$ cat config.mk
export PLATFORM = sky130hd
export DESIGN_NAME = cpu_sequencer
export DESIGN_NICKNAME = d
export VERILOG_FILES = /design/src/rtl/cpu_pkg.sv /design/src/rtl/cpu_sequencer_pc_next.sv /design/src/rtl/cpu_sequencer.sv
export SDC_FILE = /design/constraint.sdc
export NUM_CORES = 1
export LEC_CHECK = 0
export ABC_AREA = 0
export CORE_MARGIN = 5
export CORE_UTILIZATION = 48
export CTS_CLUSTER_SIZE = 8
export DETAILED_ROUTE_END_ITERATION = 12
export PLACE_DENSITY = 0.95
export SLEW_MARGIN = 20
export SYNTH_ARGS = -nofsm -noshare
export SYNTH_HDL_FRONTEND = slang
export SYNTH_SLANG_ARGS = --single-unit
export TNS_END_PERCENT = 30
$ cat constraint.sdc
create_clock -name clk -period 5 [get_ports clk]
set_input_delay 1.5 -clock clk [delete_from_list [all_inputs] [get_ports clk]]
set_output_delay 1.5 -clock clk [all_outputs]
set_load 0.03 [all_outputs]
$ cat src/rtl/cpu_pkg.sv
// Shared definitions for the 16-bit CPU control path: datapath width,
// reset PC and the sequencer state encoding.
package cpu_pkg;

    localparam int WORD_W = 16;

    typedef enum logic [2:0] {
        IDLE  = 3'd0,
        FETCH = 3'd1,
        EXEC  = 3'd2,
        MEM   = 3'd3,
        WB    = 3'd4,
        HALT  = 3'd5
    } state_t;

    localparam logic [WORD_W-1:0] DEFAULT_RESET_PC = 16'h0000;

endpackage

$ cat src/rtl/cpu_sequencer_pc_next.sv
// Combinational next-PC selector used on the edge that leaves EXEC.
// HALT resumes at the following word; a taken jump ignores instruction length.
module pc_next
    import cpu_pkg::*;
(
    input  logic [WORD_W-1:0] pc,
    input  logic              is_halt,
    input  logic              is_jump,
    input  logic              jump_taken,
    input  logic [WORD_W-1:0] jump_target,
    input  logic              is_two_word,
    output logic [WORD_W-1:0] next_pc
);

    always_comb begin
        if (is_halt) begin
            next_pc = pc + WORD_W'(1);
        end else if (is_jump && jump_taken) begin
            next_pc = jump_target;
        end else if (is_two_word) begin
            next_pc = pc + WORD_W'(2);
        end else begin
            next_pc = pc + WORD_W'(1);
        end
    end

endmodule

$ cat src/rtl/cpu_sequencer.sv
// Multi-cycle instruction sequencer: owns the PC and retired counter and steps
// each instruction through FETCH, EXEC, optional MEM and WB.
module cpu_sequencer
    import cpu_pkg::*;
#(
    parameter logic [WORD_W-1:0] RESET_PC = DEFAULT_RESET_PC
) (
    input  logic              clk,
    input  logic              reset,
    input  logic              start,
    input  logic              hold,
    input  logic              is_two_word,
    input  logic              is_jump,
    input  logic              jump_taken,
    input  logic [WORD_W-1:0] jump_target,
    input  logic              is_load,
    input  logic              is_store,
    input  logic              is_halt,
    output logic [WORD_W-1:0] pc,
    output logic [WORD_W-1:0] instr_addr1,
    output logic [WORD_W-1:0] instr_addr2,
    output logic              ir_load,
    output logic              exec_en,
    output logic              data_en,
    output logic              data_wen,
    output logic              reg_wen,
    output logic              halted,
    output logic [2:0]        state,
    output logic [WORD_W-1:0] retired
);

    state_t            state_q, state_d;
    logic [WORD_W-1:0] pc_q, retired_q, pc_nxt;
    logic              store_q;
    logic              retire;

    pc_next u_pc_next (
        .pc          (pc_q),
        .is_halt     (is_halt),
        .is_jump     (is_jump),
        .jump_taken  (jump_taken),
        .jump_target (jump_target),
        .is_two_word (is_two_word),
        .next_pc     (pc_nxt)
    );

    // An instruction retires on the single unheld EXEC cycle.
    assign retire = (state_q == EXEC) && !hold;

    // NOTE: registers use non-blocking assignments so every flop samples
    // pre-edge values regardless of statement order.
    always_ff @(posedge clk) begin
        if (reset) begin
            state_q   <= IDLE;
            pc_q      <= RESET_PC;
            retired_q <= '0;
            store_q   <= 1'b0;
        end else begin
            state_q <= state_d;
            if (retire) begin
                pc_q      <= pc_nxt;
                retired_q <= retired_q + WORD_W'(1);
                store_q   <= is_store;
            end
        end
    end

    // NOTE: every output of this block is given a default first so no path
    // leaves a signal unassigned and infers a latch.
    always_comb begin
        state_d  = state_q;
        ir_load  = 1'b0;
        exec_en  = 1'b0;
        data_en  = 1'b0;
        data_wen = 1'b0;
        reg_wen  = 1'b0;
        halted   = 1'b0;
        unique case (state_q)
            IDLE: if (start) state_d = FETCH;
            FETCH: if (!hold) state_d = EXEC;
            EXEC: begin
                ir_load = !hold;
                exec_en = !hold;
                if (!hold) begin
                    if (is_halt)                  state_d = HALT;
                    else if (is_load || is_store) state_d = MEM;
                    else                          state_d = FETCH;
                end
            end
            MEM: begin
                // data_en stays up through a stall; only the write is masked.
                data_en  = 1'b1;
                data_wen = store_q && !hold;
                if (!hold) state_d = store_q ? FETCH : WB;
            end
            WB: begin
                reg_wen = !hold;
                if (!hold) state_d = FETCH;
            end
            HALT: begin
                halted = 1'b1;
                if (start) state_d = FETCH;
            end
            default: state_d = IDLE;
        endcase
    end

    assign pc          = pc_q;
    assign instr_addr1 = pc_q;
    assign instr_addr2 = pc_q + WORD_W'(1);
    assign retired     = retired_q;
    assign state       = state_q;

endmodule

# After elaboration in Yosys (flattened, before gate mapping)

Cells that the tools add are included.

Flip-flop bits (word level): 36

Muxes and demuxes: 17
Equal/unequal tests: 10
Reductions and logical operators: 8
Add/subtract/negate cells: 3

Operators by type and width:

| operator                                                              | number |
|---|---|
| 16-bit two-way mux                                                    | 3 |
| 16-bit by 1-bit adder with 16-bit output, second input constant       | 2 |
| 3-bit two-way mux                                                     | 7 |
| 16-bit by 2-bit adder with 16-bit output, second input constant       | 1 |
| 3-bit one-hot mux with 5 select lines                                 | 1 |
| 2-bit != test, second input constant                                  | 4 |
| 3-bit by 2-bit equality test with 1-bit output, second input constant | 2 |
| 3-bit equality test, second input constant                            | 2 |
| 1-bit two-way mux                                                     | 5 |
| 5-bit AND reduction                                                   | 1 |
| 3-bit by 1-bit equality test with 1-bit output, second input constant | 1 |
| 1-bit logical AND                                                     | 3 |
| 3-bit zero test                                                       | 1 |
| 2-bit two-way mux                                                     | 1 |
| 2-bit by 1-bit != test with 1-bit output, second input constant       | 1 |
| 2-bit OR reduction                                                    | 1 |
| 1-bit zero test                                                       | 1 |
| 1-bit logical OR                                                      | 1 |

# Depth between registers and ports, before layout

Depth in word-level cells: 5
Depth in mapped cells: 6
Mapped depth without buffers: 6

# Modules after synthesis

A second synthesis with hierarchy kept.

Cell total of the unflattened synthesis: 379
Area, all modules: 2,812.7 sq um

Modules (own cells, without submodules):

| module        | area each (sq um) | cells each | times used |
|---|---|---|---|
| cpu_sequencer | 1,970.6           | 247        | 1 |
| pc_next       | 842.1             | 132        | 1 |

# Worst setup path after synthesis

No wires, ideal clock.

Path kind: input to output
Start point: input port hold
End point: output port ir_load
Slack: 903 ps
Arrival: 2,597 ps
Stages on the path: 4
Cell sequence: or4b_4 -> clkinv_2 -> buf_2 -> buf_4

Word-level cells in the longest chain between the ends: 2

Ends and longest elaborated chain:

| element           | line                | source |
|---|---|---|
| start, declared   | cpu_sequencer.sv:11 | `input logic hold,` |
| 1-bit zero test   | n/a                 |  |
| 1-bit two-way mux | n/a                 |  |
| end, declared     | cpu_sequencer.sv:22 | `output logic ir_load,` |

No other way between the ends.

# Worst setup path in the final report

Start point: input port hold
End point: output port data_wen

Word-level cells in the longest chain between the ends: 3

Ends and longest elaborated chain:

| element           | line                | source |
|---|---|---|
| 1-bit zero test   | n/a                 |  |
| 1-bit logical AND | cpu_sequencer.sv:93 | `data_wen = store_q && !hold;` |
| 1-bit two-way mux | cpu_sequencer.sv:78 | `unique case (state_q)` |
| end, declared     | cpu_sequencer.sv:25 | `output logic data_wen,` |

No other way between the ends.

==> out/results.ini <==
[sta]
min_period_over_period = 0.933
final_hold_viol_count = 0
fmax_ghz = 0.214
finalSetupViolCount = 0
worst_pin_slew_ps = 606
whs_ps = 519
slew_violations = 0
fin_crit_ps = 4670
slew_headroom = 0.595
grt_setup_unrepaired = false
tns_ps = 0
fin_skew_ps = 8.77

[critical_path]
timing.rr.start = instr_addr1[2]$_SDFFE_PP0P_
cp-end-kind = output pin
cp-startpoint = hold
required_ps = 3500
crit_type = in -> out
arrival_ps = 3170
crit_path_max_fanout = 8
critPathLaunchType = input pin

[clock_network]
htree_levels = 2
clk_pin_slew_ps = 70
hold_buffers = 0
numCtsBuffers = 5
cts_tree = built
ctsLongestPathBuffers = 2
cts_root_buf = clkbuf_8
post_cts_resized = 0
clock_sinks = 36
postCtsSetupBuffers = 0
clkLatencyLatePin_ps = 290

[final_layout]
post-route-util = 0.664
nets = 443
final_cell_mix = clkdlybuf4s50_1, nor2_1, dfxtp_1
drive_gt1_frac = 0.0651
multiInputGateArea_um2 = 1620
regArea_um2 = 721
layout.cells.non_filler = 487
synthToLayoutAreaGrowth_pct = 36.8
final_cell_area_um2 = 3590
antenna_cells = 0
fillers = 466
final_common_cell = clkdlybuf4s50_1

[placement]
placement.io_buffers = 98
place.gp.congestion = 0.921
dp_hpwl_um = 5740
place_area_um2 = 3480
dp.cells = 479

[power_and_ir_drop]
peakVddDrop_mv = 0.150
cellLeakagePower_nw = 1.21
power_density_nw_per_um2 = 192

[global_route]
grt_pass1_wl_um = 12900
antenna_found_initial = 0
grt_max_degree = 35
grt_overflow_total = 0
grt_pass1_vias = 2698
grt_usage = 0.216

[flow_run]
drv_cap = 0

[floorplan]
fp.dieW_um = 83.9
pin_count = 99
core_area_um2 = 5410
rows = 27
die_area_um2 = 7040
start_util = 0.485
die_y_um = 83.9

[synthesis]
yosysWarningCount = 0
yosysUniqueCellTypes = 58
synth_edf_count = 0
synth.top_cell.area_share = 0.275
synth_nets = 378
yosys_register_bits = 36
syn_area_um2 = 2620
synth_area_leaders = dfxtp_1, xnor2_1, nor2_1, a21oi_1, buf_4
async_reset_ff_frac = 0
synth_top_cell_by_area = dfxtp_1
synth.avg_cell_area_um2 = 7.51
yosysSeqAreaShare = 0.275
ys.flop_type = dfxtp_1
synthCells = 349

[routing]
wl_met1_um = 3110
antenna_left = 0
viasPerCell = 5.91
drt_wl_total_um = 7960
wire_per_inst_um = 16.3
drtPass1Iterations = 5
met2_length_um = 3990
vias = 2878
drt_iter0_markers = 282
drc = 0
wl_met3_um = 765
topRoutingLayerUsed = met4

[worst_hold_path]
hold_path_class = reg -> reg
min-delay-start = retired[9]$_SDFFE_PP0P_

[run_status]
outcome = finished clean

cell usage after synthesis, drive strengths merged, types with 2 or more instances:
| cell type | n |
|---|---|
| a31oi | 3 |
| nor4 | 8 |
| nor3 | 13 |
| a21oi | 28 |
| clkbuf | 16 |
| o32ai | 2 |
| and2 | 2 |
| a221oi | 6 |
| ha | 3 |
| xnor2 | 19 |
| buf | 28 |
| and3 | 6 |
| inv | 9 |
| dfxtp | 36 |
| nor2 | 38 |
| nand2b | 2 |
| or3 | 8 |
| o21ai | 20 |
| o221ai | 2 |
| mux2 | 2 |
| nand2 | 32 |
| a2111oi | 2 |
| o211ai | 4 |
| o22ai | 2 |
| nand4 | 10 |
| a211oi | 2 |
| nand3 | 10 |
| nor3b | 3 |
| a211o | 2 |
| xor2 | 11 |
where the power goes:
group / switching [mW] / total [mW] / internal (mW)
logic: 0.0693 / 0.125 / 0.0554
registers: 0.0137 / 0.305 / 0.292
clock network: 0.110 / 0.258 / 0.148
total: 0.193 / 0.688 / 0.495
area by class of cell:
type,count,share of cell area
clock buffers,5,0.0192
well taps,72,0.0251
inverters,10,0.0108
repair buffers,102,0.280
multi-input cells,259,0.452
flip-flops and latches,36,0.201
clock inverters,3,0.0119
flip-flops by register name, summed over array words and instances, names as in the netlist:
signal and flops:
retired 16, instr_addr1 16, store_q 1, state 3
routing by layer:
layer  up-vias  GRT usage
met4         0     0.0658
met1      1335      0.267
met3        12     0.0503
met5         -          0
met2       162      0.371
li1       1369          -
critical path, stage by stage:
cell,delay (ps)
clkdlybuf4s50_1,610
inv_1,80
and3_1,200
and3_1,180
clkdlybuf4s50_1,590
through the flow:
step | power [mW] | worst slack, ps
after floorplan | 0.381 | 903
after CTS | 0.688 | 336
after global routing | 0.715 | 261
after global placement | 0.432 | 391
final | 0.688 | 333
after detailed placement | 0.435 | 337
worst paths after layout:
check | slack [ps] | cells past startpoint | to
worst max-delay path | 330 | 5 | data_wen
worst max register to register | 2620 | 6 | instr_addr1[15]$_SDFFE_PP0P_
worst min-delay path | 520 | 2 | retired[9]$_SDFFE_PP0P_
worst min register to register | 520 | 2 | retired[9]$_SDFFE_PP0P_
cells by family (layout without fill, tap and decap cells):
kind of cell | Yosys count | count (layout) | share of synthesized area
AND/OR/NAND/NOR | 138 | 138 | 0.274
AO/OA/AOI/OAI | 85 | 85 | 0.217
buffers and inverters | 54 | 120 | 0.107
flip-flops | 36 | 36 | 0.275
XOR/XNOR | 30 | 30 | 0.100
adder cells (fa/ha/maj) | 3 | 3 | 0.0143
multiplexers | 3 | 3 | 0.0124
(Power assumes the default switching activity.)
